### src/rtl/bresenham_responder.sv
// bresenham_responder
//   Responder side of the start-line handshake. A one-cycle req_1 pulse
//   starts a job. The responder latches the job address into rom_addr and
//   reads the line endpoints {x0, y0, x1, y1} from a synchronous ROM. It then
//   streams every Bresenham pixel of that line over a valid/ready interface.
//   ack_1 stays high for the whole job and falls when the last pixel is
//   accepted.
//
//   Optional feature macro: BRESENHAM_STATS_EN
//     When defined, the output px_count is added. It counts the pixels
//     accepted in the current job.
//
//   Ports
//     clk       : clock
//     rst       : synchronous reset, active low
//     req_1     : job request pulse (sampled only while idle)
//     ack_1     : busy / acknowledge
//     address   : job address, sampled together with req_1
//     rom_addr  : registered ROM read address
//     rom_data  : ROM word {x0, y0, x1, y1}, valid one cycle after rom_addr
//     px_valid  : pixel valid
//     px_ready  : downstream ready
//     px_x/px_y : current pixel coordinates
//     px_last   : current pixel is the line end point
//     px_count  : accepted pixel count (BRESENHAM_STATS_EN only)
module bresenham_responder #(
    parameter int COORD_W = 10,
    parameter int ADDR_W  = 4
) (
    input  logic                 clk,
    input  logic                 rst,
    input  logic                 req_1,
    output logic                 ack_1,
    input  logic [ADDR_W-1:0]    address,
    output logic [ADDR_W-1:0]    rom_addr,
    input  logic [4*COORD_W-1:0] rom_data,
    output logic                 px_valid,
    input  logic                 px_ready,
    output logic [COORD_W-1:0]   px_x,
    output logic [COORD_W-1:0]   px_y,
    output logic                 px_last
`ifdef BRESENHAM_STATS_EN
    ,
    output logic [COORD_W:0]     px_count
`endif
);

    localparam int EW = COORD_W + 2;
    localparam logic [COORD_W-1:0] ONE = COORD_W'(1);
`ifdef BRESENHAM_STATS_EN
    localparam logic [COORD_W:0] CNT_ONE = (COORD_W+1)'(1);
`endif

    typedef enum logic [1:0] {
        IDLE,
        FETCH,
        LOAD,
        DRAW
    } state_t;

    state_t state;

    logic [COORD_W-1:0]   x1_r;
    logic [COORD_W-1:0]   y1_r;
    logic signed [EW-1:0] dx_r;
    logic signed [EW-1:0] dy_r;
    logic signed [EW-1:0] err_r;
    logic                 sx_neg;
    logic                 sy_neg;

    // ROM word fields, x0 in the MSBs
    logic [COORD_W-1:0] rx0;
    logic [COORD_W-1:0] ry0;
    logic [COORD_W-1:0] rx1;
    logic [COORD_W-1:0] ry1;

    assign rx0 = rom_data[4*COORD_W-1 -: COORD_W];
    assign ry0 = rom_data[3*COORD_W-1 -: COORD_W];
    assign rx1 = rom_data[2*COORD_W-1 -: COORD_W];
    assign ry1 = rom_data[COORD_W-1   -: COORD_W];

    // Setup terms derived from the ROM word during Load
    logic [COORD_W-1:0]   adx;
    logic [COORD_W-1:0]   ady;
    logic signed [EW-1:0] ld_dx;
    logic signed [EW-1:0] ld_dy;

    always_comb begin
        adx   = (rx1 >= rx0) ? (rx1 - rx0) : (rx0 - rx1);
        ady   = (ry1 >= ry0) ? (ry1 - ry0) : (ry0 - ry1);
        ld_dx = signed'({2'b00, adx});
        ld_dy = -signed'({2'b00, ady});
    end

    // One Bresenham step. e2 gets an extra bit so that doubling err can never
    // wrap. Both tests use the pre-step error.
    logic signed [EW:0]   e2;
    logic signed [EW:0]   dx_e;
    logic signed [EW:0]   dy_e;
    logic                 step_x;
    logic                 step_y;
    logic [COORD_W-1:0]   nx;
    logic [COORD_W-1:0]   ny;
    logic signed [EW-1:0] nerr;
    logic                 hs;

    always_comb begin
        e2     = {err_r, 1'b0};
        dx_e   = {dx_r[EW-1], dx_r};
        dy_e   = {dy_r[EW-1], dy_r};
        step_x = (e2 >= dy_e);
        step_y = (e2 <= dx_e);
        nerr   = err_r;
        nx     = px_x;
        ny     = px_y;
        if (step_x) begin
            nerr = nerr + dy_r;
            nx   = sx_neg ? (px_x - ONE) : (px_x + ONE);
        end
        if (step_y) begin
            nerr = nerr + dx_r;
            ny   = sy_neg ? (px_y - ONE) : (px_y + ONE);
        end
    end

    assign hs = px_valid & px_ready;

    always_ff @(posedge clk) begin
        if (!rst) begin
            state    <= IDLE;
            ack_1    <= 1'b0;
            rom_addr <= '0;
            px_valid <= 1'b0;
            px_last  <= 1'b0;
            px_x     <= '0;
            px_y     <= '0;
            x1_r     <= '0;
            y1_r     <= '0;
            dx_r     <= '0;
            dy_r     <= '0;
            err_r    <= '0;
            sx_neg   <= 1'b0;
            sy_neg   <= 1'b0;
`ifdef BRESENHAM_STATS_EN
            px_count <= '0;
`endif
        end else begin
            case (state)
                IDLE: begin
                    if (req_1) begin
                        rom_addr <= address;
                        ack_1    <= 1'b1;
`ifdef BRESENHAM_STATS_EN
                        px_count <= '0;
`endif
                        state    <= FETCH;
                    end
                end

                FETCH: begin
                    state <= LOAD;
                end

                LOAD: begin
                    x1_r     <= rx1;
                    y1_r     <= ry1;
                    dx_r     <= ld_dx;
                    dy_r     <= ld_dy;
                    err_r    <= ld_dx + ld_dy;
                    sx_neg   <= !(rx0 < rx1);
                    sy_neg   <= !(ry0 < ry1);
                    px_x     <= rx0;
                    px_y     <= ry0;
                    px_last  <= (rx0 == rx1) && (ry0 == ry1);
                    px_valid <= 1'b1;
                    state    <= DRAW;
                end

                DRAW: begin
                    if (hs) begin
`ifdef BRESENHAM_STATS_EN
                        px_count <= px_count + CNT_ONE;
`endif
                        if (px_last) begin
                            ack_1    <= 1'b0;
                            px_valid <= 1'b0;
                            px_last  <= 1'b0;
                            state    <= IDLE;
                        end else begin
                            px_x    <= nx;
                            px_y    <= ny;
                            err_r   <= nerr;
                            // px_last is registered, so it is evaluated on the
                            // pixel being stepped to.
                            px_last <= (nx == x1_r) && (ny == y1_r);
                        end
                    end
                end

                default: state <= IDLE;
            endcase
        end
    end

endmodule
### config.mk
export PLATFORM = sky130hd
export DESIGN_NAME = bresenham_responder
export DESIGN_NICKNAME = d
export VERILOG_FILES = /design/src/rtl/bresenham_responder.sv
export SDC_FILE = /design/constraint.sdc
export NUM_CORES = 1
export LEC_CHECK = 0
export CAP_MARGIN = 20
export CORE_ASPECT_RATIO = 2
export CORE_MARGIN = 3
export CORE_UTILIZATION = 52
export DETAILED_ROUTE_END_ITERATION = 12
export GPL_ROUTABILITY_DRIVEN = 1
export PLACE_DENSITY = 0.71
export SKIP_CTS_REPAIR_TIMING = 1
export SLEW_MARGIN = 0
export SYNTH_ARGS = -nofsm -noshare
export SYNTH_HDL_FRONTEND = slang
export SYNTH_SLANG_ARGS = --single-unit
### constraint.sdc
create_clock -name clk -period 12.75 [get_ports clk]
set_input_delay 3.825 -clock clk [delete_from_list [all_inputs] [get_ports clk]]
set_output_delay 3.825 -clock clk [all_outputs]
set_load 0.05 [all_outputs]
# --- Word-level counts from Yosys, hierarchy flattened ---
# Cells that the tools add are included.
classes:
  addsub: 12
  magnitude_cmp: 6
  eq_ne: 11
  muxes: 29
  n_bitwise: 1
  reduce_logical: 13
ops:
  columns: ["op", "n"]
  rows:
  - ["10-bit two-way mux", 10]
  - ["12-bit two-way mux", 4]
  - ["10-bit == test", 4]
  - ["10-bit one-hot mux with 2 select lines", 2]
  - ["10-bit subtractor", 4]
  - ["12-bit one-hot mux with 2 select lines", 1]
  - ["10-bit by 1-bit adder with 10-bit output, second input constant", 2]
  - ["10-bit >= comparator", 2]
  - ["10-bit less-than comparator", 2]
  - ["10-bit by 1-bit subtractor with 10-bit output, second input constant", 2]
  - ["13-bit by 12-bit >= comparator with 1-bit output", 1]
  - ["13-bit by 11-bit <= comparator with 1-bit output", 1]
  - ["11-bit by 12-bit adder with 12-bit output", 1]
  - ["12-bit by 11-bit adder with 12-bit output", 1]
  - ["12-bit adder", 1]
  - ["10-bit negation with 12-bit output", 1]
  - ["3-bit AND reduction", 3]
  - ["2-bit != test, second input constant", 4]
  - ["2-bit one-hot mux with 4 select lines", 1]
  - ["2-bit two-way mux", 3]
  - ["1-bit one-hot mux with 2 select lines", 3]
  - ["1-bit two-way mux", 5]
  - ["2-bit == test, second input constant", 2]
  - ["2-bit AND reduction", 2]
  - ["other kinds (7)", 10]
word_totals:
  ff_bits: 85
  in_bits: 48
  out_inout_bits: 27
  elab_cells: 86

# --- Logic depth before layout (Yosys ltp) ---
# Gate-level depths: netlist of the first run.
logic_depth:
  depth_word: 8
  depth_mapped: 23
  mapped_depth_nobuf: 21

# --- Worst setup path before layout of the first run ---
# OpenSTA, ideal clock, no wires.
synth_timing:
  path_type: "input -> register"
  start: "in rom_data[10]"
  end: "reg err_r[11]"
  setup_ps: 130
  arrival_time_ps: 8086
  t_required_ps: 12620
  setup_slack_ps: 4533
  cell_stages: 23
  n_path_buf: 2
  path_cell_list: "inv_1 -> ha_1 -> inv_1 -> fa_1 -> a21o_1 -> a21o_1 -> a21oi_1 -> o211a_1 -> or2_2 -> clkbuf_1 -> buf_2 -> mux2i_1 -> inv_1 -> ha_1 -> a21o_1 -> a21oi_1 -> o22ai_1 -> o41ai_1 -> nor2_1 -> a2111oi_0 -> or3_1 -> a211o_1 -> nand4b_1"
synth_via:
  elab_chain_cells: 4
  elab_cells_between_ends: 6
  classes_between: "add/sub (3); order compare (1); mux (2)"
synth_rtl:
  columns: ["item", "line", "source"]
  rows:
  - ["start: declaration", "36", "input logic [4*COORD_W-1:0] rom_data,"]
  - ["10-bit subtractor or 10-bit >= comparator (tied branches)", "89", "adx = (rx1 >= rx0) ? (rx1 - rx0) : (rx0 - rx1);"]
  - ["10-bit two-way mux (*)", "89", null]
  - ["named net adx[1]", "83", "logic [COORD_W-1:0] adx;"]
  - ["11-bit by 12-bit adder with 12-bit output (*)", "169", "err_r <= ld_dx + ld_dy;"]
  - ["12-bit one-hot mux with 2 select lines (*)", "148", "case (state)"]
  - ["end signal: assignment", "169", null]
  - ["end signal: assignment", "192", "err_r <= nerr;"]
  - ["end: declaration", "67", "logic signed [EW-1:0] err_r;"]
# The timed path passes the listed nets; every way through them passes the cells marked *.
# A chain may end at the register's enable or synchronous reset.

# --- Worst setup path after layout of the first run ---
layout_timing:
  start: "in rom_data[0]"
  end: "reg err_r[11]"
layout_via:
  elab_chain_cells: 5
  elab_cells_between_ends: 7
  classes_between: "add/sub (4); order compare (1); mux (2)"
layout_rtl:
  columns: ["item", "line", "source"]
  rows:
  - ["10-bit subtractor or 10-bit >= comparator (tied branches)", "90", "ady = (ry1 >= ry0) ? (ry1 - ry0) : (ry0 - ry1);"]
  - ["10-bit two-way mux (*)", "90", null]
  - ["10-bit negation with 12-bit output (*)", "92", "ld_dy = -signed'({2'b00, ady});"]
  - ["named net ld_dy[3]", "86", "logic signed [EW-1:0] ld_dy;"]
  - ["11-bit by 12-bit adder with 12-bit output (*)", "169", null]
  - ["12-bit one-hot mux with 2 select lines (*)", "148", null]
# Marked as above.

==> results of run 1 <==
## per-stage QoR
| step | cell area [um^2] | std cells | power (mW) |
|---|---|---|---|
| floorplan | 8929 | 1144 | 1.676 |
| global placement | 9831 | 1387 | 2.149 |
| detailed placement | 9831 | 1387 | 2.175 |
| CTS | 10120 | 1403 | 2.451 |
| global route | 10120 | 1403 | 2.641 |
| finish | 10120 | 1403 | 2.468 |
## worst max path at each step
| stage | cells after the start | to | startpoint | slack (ns) |
|---|---|---|---|---|
| after floorplan | 23 | err_r[11] | rom_data[10] | 4.53 |
| after global placement | 21 | err_r[11] | rom_data[0] | 3.59 |
| after detailed placement | 21 | err_r[11] | rom_data[0] | 3.42 |
| after CTS | 21 | err_r[11] | rom_data[0] | 3.77 |
| after global routing | 21 | err_r[11] | rom_data[0] | 3.23 |
| final | 21 | err_r[11] | rom_data[0] | 3.74 |
## final cells by class
class,instances,area [um^2]
multi-input combinational,902,6649
inverter,110,412.9
clock buffer,11,232.7
fill,1620,6643
clock inverter,5,60.06
tap,207,259.0
sequential,85,1702
timing repair buffer,83,808.3
## cells by family (layout without fill, tap and decap cells)
group | after synthesis | after routing | synth area share [%]
adders and majority gates | 121 | 121 | 17.71
AOI/OAI and AO/OA | 341 | 341 | 25.49
buffers and inverters | 157 | 209 | 6.783
muxes | 58 | 58 | 6.754
xor gates and xnor gates | 75 | 75 | 7.609
DFF | 85 | 85 | 19.06
and+or+nand+nor | 307 | 307 | 16.59
## cell usage in the layout (no fill, tap or decap), types with 5 or more instances in the layout
cell type        instances
mux2i_1                 40
and3_1                   6
a221oi_1                 5
a21oi_1                 90
a211o_1                  5
o211ai_1                11
nand4_1                  9
o31a_1                   6
nor2b_1                 13
a2111oi_0                6
o21ai_0                 71
a21o_1                  21
buf_4                    9
or3_1                    5
inv_1                  108
o22ai_1                 13
o221a_2                  6
xnor2_1                 44
nor4_1                   7
o21a_1                  13
a211oi_1                23
xor2_1                  29
clkbuf_16                9
ha_1                   110
fa_1                     9
o211a_1                  6
clkdlybuf4s50_1         74
nand2_1                 57
o21bai_1                 5
nor3_1                  25
nand3_1                 37
nor2_1                 118
dfxtp_1                 85
o31ai_1                  6
a31oi_1                  9
o311ai_0                 5
mux2_2                  18
or2_2                    5
## power by group
group          internal (mW)  leakage, nW  switching (mW)
logic                  0.673         3.57            1.09
registers              0.338        0.692          0.0958
clock network          0.153        0.140           0.117
total                   1.16         4.40            1.30
## cells in the mapped netlist (23+ instances only)
master,instances,area share (%)
xor2_1,29,2.8
dfxtp_1,85,19
inv_1,109,4.6
mux2i_1,40,4.5
o21ai_0,71,4.0
nand3_1,37,2.1
xnor2_1,44,4.3
nor3_1,25,1.4
a211oi_1,23,1.9
ha_1,112,16
a21oi_1,90,5.0
clkbuf_1,32,1.3
nor2_1,118,5.0
nand2_1,57,2.4
## flip-flops by register name, summed over array words and instances (netlist names)
signal / count
dy_r: 12
err_r: 12
dx_r: 10
px_x: 10
px_y: 10
x1_r: 10
y1_r: 10
rom_addr: 4
state: 2
ack_1: 1
px_last: 1
px_valid: 1
sx_neg: 1
sy_neg: 1
## layer usage
metal  up-vias  GRT usage, %
met5         -             0
met4         0         23.78
met3       125         3.141
met2       278         56.99
met1      4140         27.76
li1       4232             -
## worst reg2reg max path: cells and delay by family, from the launching register on
kind	cells	cell delay (ns)
AOI/OAI and AO/OA	12	2.78
xor gates and xnor gates	1	0.11
DFF	1	0.42
buffers and inverters	2	0.39
and+or+nand+nor	2	0.28
adders and majority gates	2	0.75
==> impl_metrics.py, run 1 <==
metrics = {
    "setup_path": {
        "path_cells": "clkdlybuf4s50_1 -> inv_1 -> ha_1 -> inv_1 -> fa_1 -> a211oi_2 -> or3_4 -> o211a_1 -> mux2i_1 -> xor2_2 -> nand3_1 -> xnor2_1 -> ha_1 -> nand2_1 -> o22ai_1 -> o41ai_1 -> nor2_1 -> a2111oi_0 -> or3_1 -> a211o_1 -> nand4b_1",
        "cp_num_buf_inv": 3,
        "r2r_cells": 19,
        "required_ns": 12.98,
        "cp-start-kind": "primary input",
        "cp-end-kind": "register",
        "path_max_fanout": 7,
        "max_stage_delay_ns": 0.57,
        "slowest_stage": "o41ai_1",
        "path_delay_family": "compound AO/OA/AOI/OAI gates",
        "critical_path_class": "primary input to register",
        "r2r-start": "dy_r[2]",
        "rr_endpoint": "err_r[10]",
        "critPathArrivalTime_ns": 9.24,
        "r2r_setup_slack_ns": 7.88,
    },
    "routing": {
        "drt_iter0_drc": 394,
        "vias": 8775,
        "wl_met3_um": 947,
        "detail_route.vias_per_cell": 6.254,
        "top_layer": "met4",
        "first_pass_iters": 5,
        "wl_um": 28330,
        "ant_nets": 0,
        "wl_per_cell_um": 20.19,
        "drc": 0,
        "met1_length_um": 9718,
        "route.met2.wl_um": 15180,
    },
    "final_layout": {
        "fin_util_pct": 60.38,
        "nNetsFinal": 1360,
        "n_antenna_cell": 0,
        "area_growth_pct": 13.38,
        "layout-drive-gt1-share_pct": 6.020,
    },
    "floorplan": {
        "rows": 67,
        "fp.coreArea_um2": 16770,
        "die_y_um": 191.3,
        "start_util_pct": 53.25,
        "dieWidth_um": 98.66,
        "pin_count": 75,
        "die-area_um2": 18870,
    },
    "synth": {
        "synthArstFlopShare_pct": 0,
        "ys.flop_type": "dfxtp_1",
        "syn_area_per_cell_um2": 7.805,
        "synth_area_um2": 8929,
        "synth_edf_count": 0,
        "syn_inst": 1144,
        "ys_warn_count": 0,
        "ys_types": 75,
        "syn-num-nets": 1313,
        "seq_area_frac_synth_pct": 19.06,
        "synth-seq-cells": 85,
    },
    "power": {
        "cellPowerDensity_nw_per_um2": 243.8,
        "total_leakage_power_nw": 4.403,
        "ir_drop_v": 0.0001664,
    },
    "worst_hold_path": {
        "hold_path.class": "register to register",
        "hp-start": "rom_addr[1]",
        "hold-path-cell-count": 2,
        "holdPathEnd": "rom_addr[1]",
    },
    "clocking": {
        "cts_tree": "done",
        "clockBufferDepth": 2,
        "cts-buffers-inserted": 9,
        "cts_root_buffer": "clkbuf_16",
        "clock-sinks": 85,
        "clock_latency_ns": 0.35,
        "htree_levels": 3,
        "path_clk_slew_ns": 0.07,
    },
    "timing": {
        "fmax_ghz": 0.1109,
        "tns_ns": 0,
        "rsz0062_at_grt": "false",
        "worst_pin_slew_ns": 1.021,
        "finalHoldViolCount": 0,
        "slew-limit-headroom_pct": 31.94,
        "setup_slack_ns": 3.735,
        "whs_ns": 0.4526,
        "setup_viol": 0,
        "fin_skew_ns": 0.007970,
        "maxSlewViolCount": 0,
        "finalCritPeriodShare_pct": 70.70,
        "fin_crit_ns": 9.015,
    },
    "placement": {
        "post-dp-hpwl_um": 22510,
        "pre_cts_ws_ns": 3.420,
        "gp_congestion": 0.9944,
        "port_buffers": 74,
    },
    "grt": {
        "overflow": 0,
        "antenna_found_initial": 0,
        "grt_pass1_vias": 8817,
        "grt_max_degree": 49,
        "grtUsageTotal_pct": 29.79,
        "grt_pass1_wl_um": 44380,
    },
    "outcome": {
        "status": "finished, final reports clean",
    },
    "run": {
        "max-cap-violations": 0,
    },
}
Note: power is estimated with default switching activity, not from simulation.
==> inputs of run 2 (changes only) <==
Clock period 12.75 ns to 8.9 ns, I/O delays scaled along.
==> run 2 against run 1 <==
Compared with the run above: largest cell class unchanged; clock power is 63% higher; first-iteration DRC count rose by 1.5%; register-to-register slack worse by 3.9 ns; combinational power up 43%.
==> impl_metrics.py, run 2 (same netlist as run 1, synthesis figures left out) <==
metrics = {
    "floorplan": {
        "die_y_um": 191.3,
        "start_util_pct": 53.25,
        "rows": 67,
        "die-area_um2": 18870,
        "fp.coreArea_um2": 16770,
        "dieWidth_um": 98.66,
        "pin_count": 75,
    },
    "routing": {
        "first_pass_iters": 5,
        "vias": 8665,
        "wl_um": 27890,
        "ant_nets": 0,
        "drc": 0,
        "wl_per_cell_um": 19.89,
        "detail_route.vias_per_cell": 6.180,
        "drt_iter0_drc": 400,
    },
    "grt": {
        "grt_max_degree": 58,
        "grt_pass1_vias": 8882,
        "overflow": 0,
        "grtUsageTotal_pct": 29.81,
        "grt_pass1_wl_um": 44260,
        "antenna_found_initial": 0,
    },
    "clocking": {
        "clockBufferDepth": 2,
        "htree_levels": 3,
        "clock_latency_ns": 0.36,
        "path_clk_slew_ns": 0.07,
        "clock-sinks": 85,
        "cts_tree": "done",
        "cts-buffers-inserted": 9,
        "cts_root_buffer": "clkbuf_16",
    },
    "setup_path": {
        "required_ns": 9.14,
        "cp-start-kind": "primary input",
        "path_delay_family": "compound AO/OA/AOI/OAI gates",
        "slowest_stage": "o41ai_1",
        "max_stage_delay_ns": 0.55,
        "cp_num_buf_inv": 3,
        "cp-end-kind": "register",
        "path_max_fanout": 7,
        "critical_path_class": "primary input to register",
        "path_cells": "clkdlybuf4s50_1 -> inv_1 -> ha_1 -> inv_1 -> fa_1 -> a211oi_2 -> or3_4 -> o211a_1 -> mux2i_1 -> xor2_2 -> nand3_1 -> xnor2_1 -> ha_1 -> nand2_1 -> o22ai_1 -> o41ai_1 -> nor2_1 -> a2111oi_0 -> or3_1 -> a211o_1 -> nand4b_1",
        "critPathArrivalTime_ns": 8.05,
    },
    "power": {
        "ir_drop_v": 0.0003211,
        "cellPowerDensity_nw_per_um2": 352.0,
        "total_leakage_power_nw": 4.425,
    },
    "timing": {
        "worst_pin_slew_ns": 1.092,
        "fmax_ghz": 0.1280,
        "finalCritPeriodShare_pct": 87.77,
        "tns_ns": 0,
        "rsz0062_at_grt": "false",
        "slew-limit-headroom_pct": 27.12,
        "maxSlewViolCount": 0,
        "finalHoldViolCount": 0,
        "fin_crit_ns": 7.811,
        "whs_ns": 0.4560,
        "setup_viol": 0,
        "fin_skew_ns": 0.01083,
    },
    "final_layout": {
        "biggestRegsByFlops": "dy_r: 12 flops, err_r: 12 flops",
        "num-fill-cells": 1570,
        "n_antenna_cell": 0,
        "final_cells": 1402,
        "area_growth_pct": 13.79,
        "multi_input_area_um2": 6649,
        "layout_commonest_cell": "nor2_1",
        "seqCellArea_um2": 1702,
        "layout_common_cells": "nor2_1 (118), ha_1 (110), inv_1 (108), a21oi_1 (90), dfxtp_1 (85)",
        "nNetsFinal": 1360,
        "layout-drive-gt1-share_pct": 6.025,
    },
    "worst_hold_path": {
        "hold_path.class": "register to register",
    },
    "placement": {
        "post-dp-hpwl_um": 22140,
        "dp_cells": 1387,
        "port_buffers": 74,
        "gp_congestion": 0.9947,
    },
    "outcome": {
        "status": "finished, final reports clean",
    },
    "run": {
        "max-cap-violations": 0,
    },
}
[run 2: cell count changes in the layout (fill, tap and decap cells not counted), sizes merged]
| cell | before | now |
|---|---|---|
| bufinv | 1 | 3 |
| clkbuf | 11 | 10 |
| clkinvlp | 1 | 0 |
| inv | 110 | 109 |
[run 2: layer usage]
metal	track usage, %	wire, um	up-vias	part of all wire (%)
met2	56.21	14670	278	53
met3	4.675	1035	153	3.7
met5	0	0	-	0
met1	27.28	9585	4015	34
met4	24.41	2601	0	9.3
li1	-	-	4219	-
[run 2: through the flow]
step           utilization [%]  setup WS (ns)  total power, mW  area, um^2
6_report                 60.60          1.089            3.576       10160
2_1_floorplan                -          1.838            2.402        8929
5_1_grt                  60.60         0.6236            3.840       10160
3_5_place_dp             58.63         0.6878            3.113        9831
4_1_cts                  60.60          1.064            3.559       10160
3_3_place_gp             58.63         0.8891            3.078        9831
[run 2: final cells by class]
type                            count  area share [%]
Multi-Input combinational cell    902           65.44
Sequential cell                    85           16.75
Timing Repair Buffer               83           7.956
Inverter                          110           4.064
Tap cell                          207           2.549
Clock buffer                       10           2.254
Clock inverter                      5          0.9852
[run 2: worst paths after layout]
path / startpoint / slack [ns] / end / depth (start not counted)
setup / recovery: rom_data[0] / 1.09 / err_r[11] / 21
hold / removal: rom_addr[1] / 0.46 / rom_addr[1] / 2
setup reg to reg: dy_r[2] / 4.00 / err_r[10] / 19
hold reg to reg: rom_addr[1] / 0.46 / rom_addr[1] / 2
[run 2: power breakdown]
group	switching, mW	internal (mW)
Clock	0.168	0.272
Combinational	1.55	0.965
Sequential	0.137	0.485
Total	1.85	1.72
[run 2: worst min-delay path: stages, from the launching register on]
cell	delay (ns)
dfxtp_1	0.31
nand2_1	0.05
a21oi_1	0.05
==> inputs of run 3 (changes only) <==
Settings changed: CAP_MARGIN 20 to not set, SETUP_SLACK_MARGIN set to 0.05, SLEW_MARGIN 0 to not set.
==> results of run 3 <==
The final DEF is identical to that of run 2; final timing and power are the same.
